**src/rtl/mrv32_lsu.sv**
```systemverilog
// mrv32_lsu: turns one execute-stage load/store into a word-aligned data-bus
// transaction with byte strobes and returns extended load data or an error.
module mrv32_lsu #(
  parameter int unsigned TIMEOUT_W      = 8,
  parameter int unsigned TIMEOUT_CYCLES = 255
) (
  input  logic        clk,
  input  logic        rst_n,
  input  logic        req_valid,
  output logic        req_ready,
  input  logic        req_ren,
  input  logic        req_wen,
  input  logic [2:0]  req_f3,
  input  logic [31:0] req_addr,
  input  logic [31:0] req_wdata,
  output logic        resp_valid,
  output logic [31:0] resp_rdata,
  output logic        resp_err,
  output logic        busy,
  output logic        dmem_valid,
  input  logic        dmem_ready,
  output logic [31:0] dmem_addr,
  output logic        dmem_we,
  output logic [3:0]  dmem_wstrb,
  output logic [31:0] dmem_wdata,
  input  logic        dmem_rvalid,
  input  logic [31:0] dmem_rdata,
  input  logic        dmem_err
);

  localparam int unsigned XLEN = 32;
  localparam int unsigned STRB = XLEN / 8;

  localparam logic [1:0] S_IDLE = 2'd0;
  localparam logic [1:0] S_REQ  = 2'd1;
  localparam logic [1:0] S_WAIT = 2'd2;
  localparam logic [1:0] S_RESP = 2'd3;

  localparam logic [2:0] F3_B  = 3'b000;
  localparam logic [2:0] F3_H  = 3'b001;
  localparam logic [2:0] F3_W  = 3'b010;
  localparam logic [2:0] F3_BU = 3'b100;
  localparam logic [2:0] F3_HU = 3'b101;

  // Timeout fires at the end of the last allowed REQ/WAIT cycle.
  localparam logic [TIMEOUT_W-1:0] TMO_LAST = TIMEOUT_W'(TIMEOUT_CYCLES - 1);
  localparam bit                   TMO_EN   = (TIMEOUT_CYCLES != 0);

  logic [1:0]           state_q, state_d;
  logic [TIMEOUT_W-1:0] cnt_q, cnt_d;
  logic [1:0]           ofs_q, ofs_d;
  logic [2:0]           f3_q, f3_d;
  logic                 load_q, load_d;

  logic                 req_ready_q, req_ready_d;
  logic                 dmem_valid_q, dmem_valid_d;
  logic [XLEN-1:0]      dmem_addr_q, dmem_addr_d;
  logic                 dmem_we_q, dmem_we_d;
  logic [STRB-1:0]      dmem_wstrb_q, dmem_wstrb_d;
  logic [XLEN-1:0]      dmem_wdata_q, dmem_wdata_d;
  logic                 resp_valid_q, resp_valid_d;
  logic                 resp_err_q, resp_err_d;
  logic [XLEN-1:0]      resp_rdata_q, resp_rdata_d;

  logic                 req_load;
  logic                 req_illegal;
  logic                 req_misaligned;
  logic [STRB-1:0]      fmt_wstrb;
  logic [XLEN-1:0]      fmt_wdata;
  logic                 tmo_hit;

  // Pick the addressed byte/halfword lane and extend it according to funct3.
  function automatic logic [XLEN-1:0] load_extract(input logic [XLEN-1:0] word,
                                                   input logic [1:0]      ofs,
                                                   input logic [2:0]      f3);
    logic [7:0]  lane_b;
    logic [15:0] lane_h;
    lane_b = word[{ofs, 3'b000} +: 8];
    lane_h = word[{ofs[1], 4'b0000} +: 16];
    case (f3)
      F3_B:    return {{(XLEN-8){lane_b[7]}}, lane_b};
      F3_BU:   return {{(XLEN-8){1'b0}}, lane_b};
      F3_H:    return {{(XLEN-16){lane_h[15]}}, lane_h};
      F3_HU:   return {{(XLEN-16){1'b0}}, lane_h};
      default: return word;
    endcase
  endfunction

  // Request legality, alignment and store lane formatting, decoded straight off the inputs.
  always_comb begin
    req_load    = req_ren & ~req_wen;
    req_illegal = (req_ren == req_wen);
    if (req_ren && ((req_f3 == 3'b011) || (req_f3 == 3'b110) || (req_f3 == 3'b111))) begin
      req_illegal = 1'b1;
    end
    if (req_wen && (req_f3 != F3_B) && (req_f3 != F3_H) && (req_f3 != F3_W)) begin
      req_illegal = 1'b1;
    end
    req_misaligned = ((req_f3[1:0] == 2'b01) && req_addr[0]) ||
                     ((req_f3[1:0] == 2'b10) && (req_addr[1:0] != 2'b00));
    fmt_wstrb = '0;
    fmt_wdata = '0;
    if (req_wen) begin
      case (req_f3[1:0])
        2'b00: begin
          fmt_wstrb = STRB'(4'b0001 << req_addr[1:0]);
          fmt_wdata = {4{req_wdata[7:0]}};
        end
        2'b01: begin
          fmt_wstrb = STRB'(4'b0011 << {req_addr[1], 1'b0});
          fmt_wdata = {2{req_wdata[15:0]}};
        end
        default: begin
          fmt_wstrb = 4'b1111;
          fmt_wdata = req_wdata;
        end
      endcase
    end
  end

  assign tmo_hit = TMO_EN && (cnt_q == TMO_LAST);

  // Next-state and registered-output logic.
  always_comb begin
    state_d      = state_q;
    cnt_d        = cnt_q;
    ofs_d        = ofs_q;
    f3_d         = f3_q;
    load_d       = load_q;
    dmem_addr_d  = dmem_addr_q;
    dmem_we_d    = dmem_we_q;
    dmem_wstrb_d = dmem_wstrb_q;
    dmem_wdata_d = dmem_wdata_q;
    resp_valid_d = 1'b0;
    resp_err_d   = 1'b0;
    resp_rdata_d = '0;

    case (state_q)
      S_IDLE: begin
        if (req_valid) begin
          ofs_d        = req_addr[1:0];
          f3_d         = req_f3;
          load_d       = req_load;
          cnt_d        = '0;
          dmem_addr_d  = {req_addr[XLEN-1:2], 2'b00};
          dmem_we_d    = req_wen;
          dmem_wstrb_d = fmt_wstrb;
          dmem_wdata_d = fmt_wdata;
          if (req_illegal || req_misaligned) begin
            state_d      = S_RESP;
            resp_valid_d = 1'b1;
            resp_err_d   = 1'b1;
          end else begin
            state_d = S_REQ;
          end
        end
      end
      S_REQ: begin
        cnt_d = cnt_q + TIMEOUT_W'(1);
        if (dmem_ready) begin
          if (!load_q) begin
            state_d      = S_RESP;
            resp_valid_d = 1'b1;
            resp_err_d   = dmem_err;
          end else if (dmem_rvalid) begin
            state_d      = S_RESP;
            resp_valid_d = 1'b1;
            resp_err_d   = dmem_err;
            resp_rdata_d = dmem_err ? '0 : load_extract(dmem_rdata, ofs_q, f3_q);
          end else begin
            state_d = S_WAIT;
          end
        end else if (tmo_hit) begin
          state_d      = S_RESP;
          resp_valid_d = 1'b1;
          resp_err_d   = 1'b1;
        end
      end
      S_WAIT: begin
        cnt_d = cnt_q + TIMEOUT_W'(1);
        if (dmem_rvalid) begin
          state_d      = S_RESP;
          resp_valid_d = 1'b1;
          resp_err_d   = dmem_err;
          resp_rdata_d = dmem_err ? '0 : load_extract(dmem_rdata, ofs_q, f3_q);
        end else if (tmo_hit) begin
          state_d      = S_RESP;
          resp_valid_d = 1'b1;
          resp_err_d   = 1'b1;
        end
      end
      default: begin
        state_d = S_IDLE;
      end
    endcase

    dmem_valid_d = (state_d == S_REQ);
    req_ready_d  = (state_d == S_IDLE);
  end

  always_ff @(posedge clk or negedge rst_n) begin
    if (!rst_n) begin
      state_q      <= S_IDLE;
      cnt_q        <= '0;
      ofs_q        <= '0;
      f3_q         <= '0;
      load_q       <= 1'b0;
      req_ready_q  <= 1'b1;
      dmem_valid_q <= 1'b0;
      dmem_addr_q  <= '0;
      dmem_we_q    <= 1'b0;
      dmem_wstrb_q <= '0;
      dmem_wdata_q <= '0;
      resp_valid_q <= 1'b0;
      resp_err_q   <= 1'b0;
      resp_rdata_q <= '0;
    end else begin
      state_q      <= state_d;
      cnt_q        <= cnt_d;
      ofs_q        <= ofs_d;
      f3_q         <= f3_d;
      load_q       <= load_d;
      req_ready_q  <= req_ready_d;
      dmem_valid_q <= dmem_valid_d;
      dmem_addr_q  <= dmem_addr_d;
      dmem_we_q    <= dmem_we_d;
      dmem_wstrb_q <= dmem_wstrb_d;
      dmem_wdata_q <= dmem_wdata_d;
      resp_valid_q <= resp_valid_d;
      resp_err_q   <= resp_err_d;
      resp_rdata_q <= resp_rdata_d;
    end
  end

  assign req_ready  = req_ready_q;
  assign busy       = (state_q != S_IDLE) | (req_valid & (state_q == S_IDLE));
  assign dmem_valid = dmem_valid_q;
  assign dmem_addr  = dmem_addr_q;
  assign dmem_we    = dmem_we_q;
  assign dmem_wstrb = dmem_wstrb_q;
  assign dmem_wdata = dmem_wdata_q;
  assign resp_valid = resp_valid_q;
  assign resp_err   = resp_err_q;
  assign resp_rdata = resp_rdata_q;

endmodule

```
**config.mk**
```make
export PLATFORM = sky130hd
export DESIGN_NAME = mrv32_lsu
export DESIGN_NICKNAME = d
export VERILOG_FILES = /design/src/rtl/mrv32_lsu.sv
export SDC_FILE = /design/constraint.sdc
export NUM_CORES = 1
export LEC_CHECK = 0
export ABC_AREA = 1
export CORE_UTILIZATION = 41
export CTS_CLUSTER_SIZE = 12
export DETAILED_ROUTE_END_ITERATION = 8
export DONT_BUFFER_PORTS = 1
export GPL_ROUTABILITY_DRIVEN = 0
export SLEW_MARGIN = 10
export SYNTH_ARGS = -nofsm -noshare
export SYNTH_HDL_FRONTEND = slang
export SYNTH_SLANG_ARGS = --single-unit
```
**constraint.sdc**
```tcl
create_clock -name clk -period 2.5 [get_ports clk]
set_clock_uncertainty 0.2 [all_clocks]
set_input_delay 0.75 -clock clk [delete_from_list [all_inputs] [get_ports clk]]
set_output_delay 0.75 -clock clk [all_outputs]
set_load 0.1 [all_outputs]
```
Word level (Yosys, flattened, before mapping)
Index checks and enable logic that the tools add are counted.

Bits of input ports: 107. Bits in registers: 119. Logic and storage cells: 95.

Equality and inequality tests: 16. Reductions and logical operators: 21. Shift operators: 4. Bitwise operators: 4. Mux-type cells: 35. Add/sub/neg operators: 1.

Operator list (count): $mux W32 (5); $pmux W32 S2 (2); $pmux W32 S4 (1); $shiftx A32 B6 Y16 (1); $shiftx A32 B6 Y8 (1); $pmux W8 S2 (1); $mux W1 (15); $eq A3 B3 Y1 const B (4); $mux W2 (5); $add A8 B1 Y8 const B (1); $eq A8 B8 Y1 const B (1); $mux W8 (1); $pmux W4 S2 (1); $eq A2 B1 Y1 const B (3); $logic_and A1 B1 Y1 (6); $logic_not A2 Y1 (3); $pmux W1 S3 (2); $pmux W2 S3 (1); $reduce_bool A2 Y1 (3); $eq A2 B2 Y1 const B (2); $logic_or A1 B1 Y1 (4); $mux W4 (1); $reduce_and A2 Y1 (2); $shl A1 B2 Y4 const A (1); other kinds (13) (14).

Longest topological paths before layout
Word-level depth: 11. Mapped depth: 10. Mapped depth without buffers: 10.

Worst setup path before layout
OpenSTA, ideal clock, no wires.

Kind: in2out. From: in req_valid. To: out busy. Stages on the path: 2. Arrival: 1450 ps. Path slack: 100 ps. Cells stage by stage: inv_1 -> nand2_1.

Word-level cells in the longest chain between the ends: 2.

RTL lines: start: declaration (RTL line 9) `input logic req_valid,`; $and A1 B1 Y1 (RTL line 236) `assign busy = (state_q != S_IDLE) | (req_valid & (state_q == S_IDLE));`; $or A1 B1 Y1 (RTL line 236); end: declaration (RTL line 19) `output logic busy,`.

No other way between the ends.

Worst setup path after layout
From: reg state_q[1]. To: out busy.

Word-level cells in the longest chain between the ends: 3. Elaborated cells on any way between the ends: 4. Those cells by class: bitwise: 2; reduce/logical: 2.

RTL lines: start: declaration (RTL line 49) `logic [1:0] state_q, state_d;`; start signal: assignment (RTL line 218) `state_q <= state_d;`; $logic_not A2 Y1 (RTL line 236); $and A1 B1 Y1 (RTL line 236); $or A1 B1 Y1 * (RTL line 236).

Mark *: on every way between the ends. The rest lies on a longest branch, timed or not.

==> run summary <==
CTS tree -> yes
Reg clk slew, reported paths -> 0.05 ns
Bufs on Longest Clock Path -> 2
CTS Sinks -> 119
Relative slew margins -> 66.8%
Die Width -> 118 µm
f_max -> 411 MHz
CP Capture Point -> busy
Routed wire per std cell -> 15.3 µm
Crit path required time -> 1.55 ns
smallest hold slack -> -0.167 ns
first-pass GRT wire length -> 23.0 mm
starting density of the core -> 42.8%
die area -> 13900 µm²
top cells by count, synth -> nand2_1 (211), dfrtp_1 (118), nor2_1 (77)
R2R Path End -> dmem_wdata[20]
most frequent cell after synthesis -> nand2_1
status -> finished with violations
largest net degree at the start of global routing -> 120
max incr delay on CP -> 0.43 ns
CORE AREA -> 12800 µm²
Setup crit start kind -> flip-flop
Post-synth EDFFs -> 0
max-slew violation count -> 0
Place WS -> 0.258 ns
clk root buf -> clkbuf_16
cell taking the most area after synthesis -> dfrtp_1
Max-Cap Viols -> 0
Min Clock Period, post-route -> 2.43 ns
Post-Syn Area -> 5490 µm²
WP data arrival -> 1.48 ns
H-tree levels -> 4
CP endpoint kind -> primary output
period utilization -> 97.3%
worst hold path type -> in -> async
Final Setup Violations -> 0
vias in the first global route -> 4618
crit path kind -> reg -> out
initial antenna violation count -> 0
Post-synth top flop -> dfrtp_1
post-synth top area share -> 53.8%
transition time of the tightest slew-check pin -> 0.496 ns
HPWL after DPL -> 10.4 mm
Routed Antenna Nets -> 0
share of cells above drive strength 1 -> 22.3%
IO Count -> 213
GRT Residual Overflow -> 0
Setup WS post-layout -> 0.0669 ns
warnings from Yosys -> 0
height of the die -> 118 µm
crit path max fanout -> 5
drt drc -> 0
Clock Latency Late Sink -> 0.41 ns
area of the multi-input gates -> 2220 µm²
std cell rows -> 41
Inserted Clock Buffers -> 17
Seq/Total Area, Yosys -> 54.3%
Crit. Startpoint -> state_q[1]
Pre-Repair DR Iteration Count -> 6
Hold Vio Cnt, Final -> 118
Slowest-stage cell, CP -> dfrtp_1
Post-Route M1 WL -> 5.89 mm
WL met3 -> 1.38 mm
Sequential Area -> 2980 µm²
IO Port Bufs -> 0
Vias per Instance -> 5.03
setup TNS -> 0 ns
Layout fillers -> 1186
Reg2Reg Setup Slack -> 0.30 ns
CP Cell Sequence -> inv_1 > ha_2 > nand2_2 > buf_12
synthesized area per cell -> 8.48 µm²
Yosys cell types -> 41
Syn Inst Count -> 647
R2R depth -> 6
top routing layer used -> met4
failing checks -> negative hold slack
fin area -> 6950 µm²
Worst R2R Start -> state_q[1]
routed wl met2 -> 6.65 mm
placed cell area -> 6380 µm²
synth top area cells -> dfrtp_1 (54%), nand2_1 (14%), nor2_1 (5.3%)
post-synthesis sequential element count -> 119
initial DRC count -> 312
final net count -> 863
Vias -> 4691
antenna cells -> 0
GRT Total Usage -> 21.2%
Post-Route WL -> 14.3 mm
Post-synth ARST share -> 100%
Area Overhead vs Synth -> 26.6%
## placed cells by master (no fill, tap or decap), types with 2 or more instances in the layout
master and count:
clkinv_2 5, xor2_1 2, nor3_1 16, inv_1 35, conb_1 2, nand2_2 6, o211ai_1 17, ha_1 7
clkbuf_16 17, or2_1 2, clkbuf_1 6, and3_1 2, clkbuf_8 4, nor2_1 77, nand3_1 9, o21ai_1 6
or2_2 4, nand4_1 2, o22ai_1 2, dfrtp_1 118, buf_4 107, inv_2 6, o21ai_0 39, o2111a_1 4
nor2_4 11, nand2_1 210, a21oi_1 29
## timing repair
action                                  CTS  global route
hold endpoints to repair                119           119
endpoints found under the setup margin    1             2
setup buffers                             0             0
resized for setup                         4             1
## area by class of cell
| type | count | area share (%) |
|---|---|---|
| Clock buffer | 27 | 7.24 |
| Clock inverter | 5 | 0.720 |
| Multi-Input combinational cell | 460 | 31.9 |
| Inverter | 42 | 2.29 |
| Timing Repair Buffer | 108 | 11.9 |
| Sequential cell | 119 | 42.9 |
| Tap cell | 172 | 3.10 |
## per-stage QoR
step           hold slack [ns]  cells  util (%)
2_1_floorplan            0.254    648         -
3_3_place_gp             0.258    901      49.7
3_5_place_dp             0.257    901      49.7
4_1_cts                 -0.187    933      54.1
5_1_grt                 -0.191    933      54.2
6_report                -0.167    933      54.2
## cell families after synthesis
| kind of cell | Yosys count | synth area share [%] |
|---|---|---|
| AO/OA/AOI/OAI | 101 | 10.8 |
| XOR/XNOR | 2 | 0.319 |
| adder cells (fa/ha/maj) | 8 | 1.82 |
| buffers and inverters | 69 | 5.49 |
| flip-flops | 119 | 54.3 |
| other | 1 | 0.0683 |
| AND/OR/NAND/NOR | 347 | 27.3 |
## layer usage
layer / track usage (%) / up-vias
li1: - / 2276
met4: 10.4 / 0
met1: 25.0 / 2177
met2: 33.6 / 211
met3: 8.53 / 27
met5: 0 / -
## worst min-delay path by stage
stage	startpoint	end	slack [ns]	cells after the start
2_1_floorplan	rst_n	cnt_q[0]	0.25	0
3_3_place_gp	rst_n	dmem_addr[25]	0.26	0
3_5_place_dp	rst_n	dmem_addr[25]	0.26	0
4_1_cts	rst_n	dmem_addr[25]	-0.19	0
5_1_grt	rst_n	dmem_addr[8]	-0.19	0
6_report	rst_n	dmem_addr[25]	-0.17	0
## state kept, by name (all words and copies together), names as in the netlist
| register | count |
|---|---|
| dmem_wdata | 32 |
| resp_rdata | 32 |
| dmem_addr | 30 |
| cnt_q | 8 |
| dmem_wstrb | 4 |
| f3_q | 3 |
| ofs_q | 2 |
| state_q | 2 |
| dmem_valid | 1 |
| dmem_we | 1 |
| load_q | 1 |
| req_ready | 1 |
| resp_err | 1 |
| resp_valid | 1 |
## worst max-delay path, delay by kind of cell (launching register included)
family / cells / cell delay, ns
adders and majority gates: 1 / 0.23
and+or+nand+nor: 1 / 0.11
buffers and inverters: 2 / 0.30
DFF: 1 / 0.43
Power is left out: the tool's default activity adds up to more than one toggle a clock period on the data nets, which glitch-free logic cannot reach.
==> variant 1 (same settings) <==
`dmem_addr_q` no longer has a reset.
--- a/src/rtl/mrv32_lsu.sv
+++ b/src/rtl/mrv32_lsu.sv
@@ -209,3 +209,2 @@
       dmem_valid_q <= 1'b0;
-      dmem_addr_q  <= '0;
       dmem_we_q    <= 1'b0;
@@ -224,3 +223,2 @@
       dmem_valid_q <= dmem_valid_d;
-      dmem_addr_q  <= dmem_addr_d;
       dmem_we_q    <= dmem_we_d;
@@ -232,2 +230,6 @@
     end
+  end
+
+  always_ff @(posedge clk) begin
+    dmem_addr_q <= dmem_addr_d;
   end
Formal check against the unedited RTL: not equivalent (a bounded check fails within 4 cycles, from zero or initial values and one cycle with rst_n low).
==> variant 1 against the unedited design <==
Area after synthesis down 5.3%. Via count fell by 10%. Critical path type unchanged. Routed wire length is 5.9% lower. Setup slack gained 0.027 ns. Sequential cell count is the same. The run still ends with hold timing left. Largest cell class unchanged. Cell area shrank 3.0%. Highest routed layer unchanged.
==> variant 1: results (changes against the unedited design) <==
Status
  • Status: finished with violations
  • Failing checks: hold timing

STA
  • Fin Hold WS: -0.1688 ns (-0.001636 ns)
  • Final hold vios: 88 (-25%)

Setup path
  • Crit path launch: state_q[0]$_DFF_PN0_
  • R2R cell count: 8 (+2)
  • Critical path arrival: 1.46 ns (-0.02 ns)
  • R2R Setup Slk: 0.37 ns (+0.07 ns)
  • Worst r2r src: state_q[1]$_DFF_PN0_
  • Slowest cell on crit path: dfrtp_1
  • R2r endpoint: resp_rdata[4]$_DFF_PN0_

Placement
  • DP Wirelength: 9926 um (-4.8%)

Synthesis
  • Post-synthesis async set-or-reset flop share: 0.7479 (-0.2521)
  • Top post-synthesis cells by count: nand2_1 (127), dfrtp_1 (88), nor2_1 (69)
  • Sequential-to-total area share from yosys stat: 0.6021 (+0.05933)
  • EDFF count, synth: 30 (+30)

Global route
  • Largest net degree at the start of global routing: 90 (-25%)
  • Global-route wire length before repair: 20900 um (-9.1%)
  • GRT Total Usage: 0.2107 (-0.001715)

Layout
  • Final Net Count: 773 (-10%)
  • Fillers: 1094 (-7.8%)
  • Share of layout cells above drive strength 1: 0.2459 (+0.02251)

Drt
  • Routed wire per std cell: 16.00 um (+4.6%)
  • DR iter-0 viols: 217 (-30%)
  • Drt first pass iters: 4 (-2)

Worst hold path
  • Tightest Hold Check Type: input port to asynchronous set/reset pin

CTS
  • CTS Buffer Depth: 2 (unchanged)
## variant 1: cell count changes in the layout (fill, tap and decap cells not counted), moves of 6 or more
cell	unedited run	this run
nor2_4	11	1
nor2_1	77	69
inv_1	35	41
nand2_1	210	126
dfrtp_1	118	88
nor2_2	1	10
edfxtp_1	0	30
## variant 1: per-layer routing
metal | track usage | wire length [um] | vias to the layer above
met4 | 0.09091 | 251 | 0
met2 | 0.3628 | 6796 | 163
met1 | 0.2268 | 5006 | 2012
met3 | 0.08841 | 1371 | 21
met5 | 0 | 0 | -
li1 | - | - | 2023
## variant 1: worst min-delay path by stage
stage,from,to,slack [ns],cells after the start
final,rst_n,resp_rdata[25]$_DFF_PN0_,-0.17,0
after global routing,rst_n,resp_rdata[25]$_DFF_PN0_,-0.19,0
after CTS,rst_n,dmem_wdata[19]$_DFFE_PN0P_,-0.18,0
after detailed placement,rst_n,resp_rdata[17]$_DFF_PN0_,0.26,0
after global placement,rst_n,resp_rdata[17]$_DFF_PN0_,0.26,0
after floorplan,rst_n,cnt_q[0]$_DFFE_PN0P_,0.25,0
## variant 1: repair_timing
| action | 4_1_cts | 5_1_grt |
|---|---|---|
| endpoints found under the hold margin | 89 | 89 |
| gates resized for setup | 4 | 1 |
| endpoints found under the setup margin | 1 | 1 |
## variant 1: power groups by stage
stage / sequential, uW / combinational, uW / clock, uW
floorplan: 6090 / 1400 / 0
global placement: 2940 / 5640 / 0
detailed placement: 2970 / 5690 / 0
CTS: 2940 / 5720 / 2400
global route: 2990 / 6050 / 2470
finish: 2930 / 5730 / 2360
## variant 1: cell families after synthesis
logic type | count (synthesis) | synth area share
other | 1 | 0.0007215
adder cells (fa/ha/maj) | 8 | 0.01926
AND/OR/NAND/NOR | 248 | 0.2017
XOR/XNOR | 2 | 0.003371
flip-flops | 119 | 0.6021
AO/OA/AOI/OAI | 108 | 0.1194
buffers and inverters | 64 | 0.05344
## variant 1: final cells by class
class,instances,share of cell area
tap,168,0.03119
clock inverter,7,0.009839
sequential,119,0.4643
inverter,42,0.02339
timing repair buffer,110,0.1262
clock buffer,25,0.07667
multi-input combinational,368,0.2684
## variant 1: stage by stage
step	area [um2]	total power (uW)	setup WS, ns	hold slack, ns	cells
floorplan	5204	7491	0.2951	0.2544	551
global placement	6132	8575	0.2867	0.2566	807
detailed placement	6132	8658	0.2367	0.2564	807
CTS	6730	11060	0.03586	-0.1846	839
global route	6740	11520	0.02153	-0.1860	839
finish	6740	11030	0.09378	-0.1688	839
==> variant 2 (config.mk and constraints unchanged) <==
Made on the original files. Change the parameter `TIMEOUT_W` from 8 to 10.
--- a/src/rtl/mrv32_lsu.sv
+++ b/src/rtl/mrv32_lsu.sv
@@ -3,3 +3,3 @@
 module mrv32_lsu #(
-  parameter int unsigned TIMEOUT_W      = 8,
+  parameter int unsigned TIMEOUT_W      = 10,
   parameter int unsigned TIMEOUT_CYCLES = 255
Check against the original RTL: same outputs for any inputs over 4 cycles, from zero or initial values and one cycle with rst_n low; that may be too few to reach the edited logic, so the function may still have changed.
==> variant 2 against the unedited design <==
The flow still finishes with violations (hold timing). Setup slack worse by 0.020 ns. Cell area up 2.2%. Global-route usage up 0.57 points. Sequential cell count up 2. Maximum frequency down 0.82%. Area after synthesis up 1.5%. Synthesized cell count up 0.62%. Routed wire length up 3.4%.
Power is not shown: default switching activity piles up to over one toggle a cycle in this logic, so the estimate is an artifact.
==> variant 2: results (changes against the unedited design) <==
Placement
  • DP Wirelength: 10640 um (+2.0%)
  • Placed insts: 911 (+1.1%)

Layout
  • Share of layout cells above drive strength 1: 0.2243 (+0.0008600)
  • Final Net Count: 871 (+0.93%)
  • Diode count: 0 (unchanged)

Setup path
  • Worst r2r src: f3_q[1]$_DFFE_PN0P_
  • Crit path launch: state_q[0]$_DFF_PN0_
  • CP Max Fanout: 4 (-1)
  • Critical path arrival: 1.50 ns (+0.02 ns)

Synthesis
  • Sequential-to-total area share from yosys stat: 0.5438 (+0.001061)
  • Post-synthesis async set-or-reset flop share: 1.000 (unchanged)
  • Top post-synthesis cells by count: nand2_1 (204), dfrtp_1 (120), nor2_1 (63)
  • Main area contributors after synthesis: dfrtp_1 (54%), nand2_1 (14%), o21ai_0 (4.4%), nor2_1 (4.2%), inv_1 (3.5%)
  • Post-synthesis cell count: 651 (+0.62%)
  • Synth Warn #: 0 (unchanged)
  • Synth unique cells: 36 (-12%)

CTS
  • Root Driver: clkbuf_16
  • Clock Pin Slew Worst Setup and Hold Paths: 0.05 ns (about the same)

Drt
  • Routed vias: 4813 (+2.6%)
  • Routed wire per std cell: 15.65 um (+2.4%)
  • Drt first pass iters: 4 (-2)
  • Routed wire length: 14760 um (+3.4%)
  • DR iter-0 viols: 216 (-31%)

STA
  • Final hold vios: 121 (+2.5%)
  • Slew Limit Headroom: 0.6336 (-0.03433)
  • Fin Hold WS: -0.1604 ns (+0.006837 ns)

Status
  • Status: finished with violations
  • Failing checks: hold timing

Global route
  • GRT Total Usage: 0.2182 (+0.005737)
  • Largest net degree at the start of global routing: 122 (+1.7%)
  • Number of global-route vias before repair: 4909 (+6.3%)
  • Global-route wire length before repair: 24030 um (+4.5%)
## variant 2: worst paths after layout
path	cells after the start	end	slack (ns)
max	4	busy	0.05
min	0	state_q[1]$_DFF_PN0_	-0.16
max reg2reg	4	resp_rdata[26]$_DFF_PN0_	0.38
min reg2reg	2	dmem_wdata[24]$_DFFE_PN0P_	0.29
max in group asynchronous	0	req_ready$_DFF_PN1_	2.08
min in group clk	2	dmem_addr[13]$_DFFE_PN0P_	0.25
## variant 2: critical path, stage by stage (launching register included)
cell     delay, ns
dfrtp_1       0.39
inv_2         0.11
ha_4          0.17
inv_1         0.05
or2_4         0.38
## variant 2: stage by stage
step	instance area [um2]	setup WS, ns	utilization
floorplan	5574	0.2835	-
global placement	6492	0.2372	0.4903
detailed placement	6492	0.1951	0.4903
CTS	7099	0.04154	0.5361
global route	7099	0.004382	0.5361
finish	7099	0.04684	0.5361
## variant 2: what timing repair did
item                                   4_1_cts  5_1_grt
setup endpoints to repair                    1        0
endpoints found under the hold margin      121      121
gates resized for setup                      4        0
setup buffers                                2        0
## variant 2: layout make-up
cell class                      count  area (um2)
Inverter                           55       209.0
Fill cell                        1238        6143
Tap cell                          176       220.2
Clock buffer                       22       454.2
Multi-Input combinational cell    450        2218
Timing Repair Buffer              111       845.8
Clock inverter                      8       122.6
Sequential cell                   121        3029
## variant 2: cell families (layout without fill, tap and decap cells)
kind of cell	count (synthesis)	after routing	synth area share
AOI/OAI and AO/OA	108	108	0.1098
DFF	121	121	0.5438
and+or+nand+nor	332	332	0.2659
other	1	2	0.0006732
buffers and inverters	81	196	0.06177
adders and majority gates	8	8	0.01797
## variant 2: layer usage
| metal | vias up | share of wire | track usage |
|---|---|---|---|
| met5 | - | 0 | 0 |
| met4 | 0 | 0.020 | 0.09098 |
| met3 | 25 | 0.089 | 0.07481 |
| met2 | 193 | 0.50 | 0.3739 |
| met1 | 2300 | 0.39 | 0.2469 |
| li1 | 2295 | - | - |
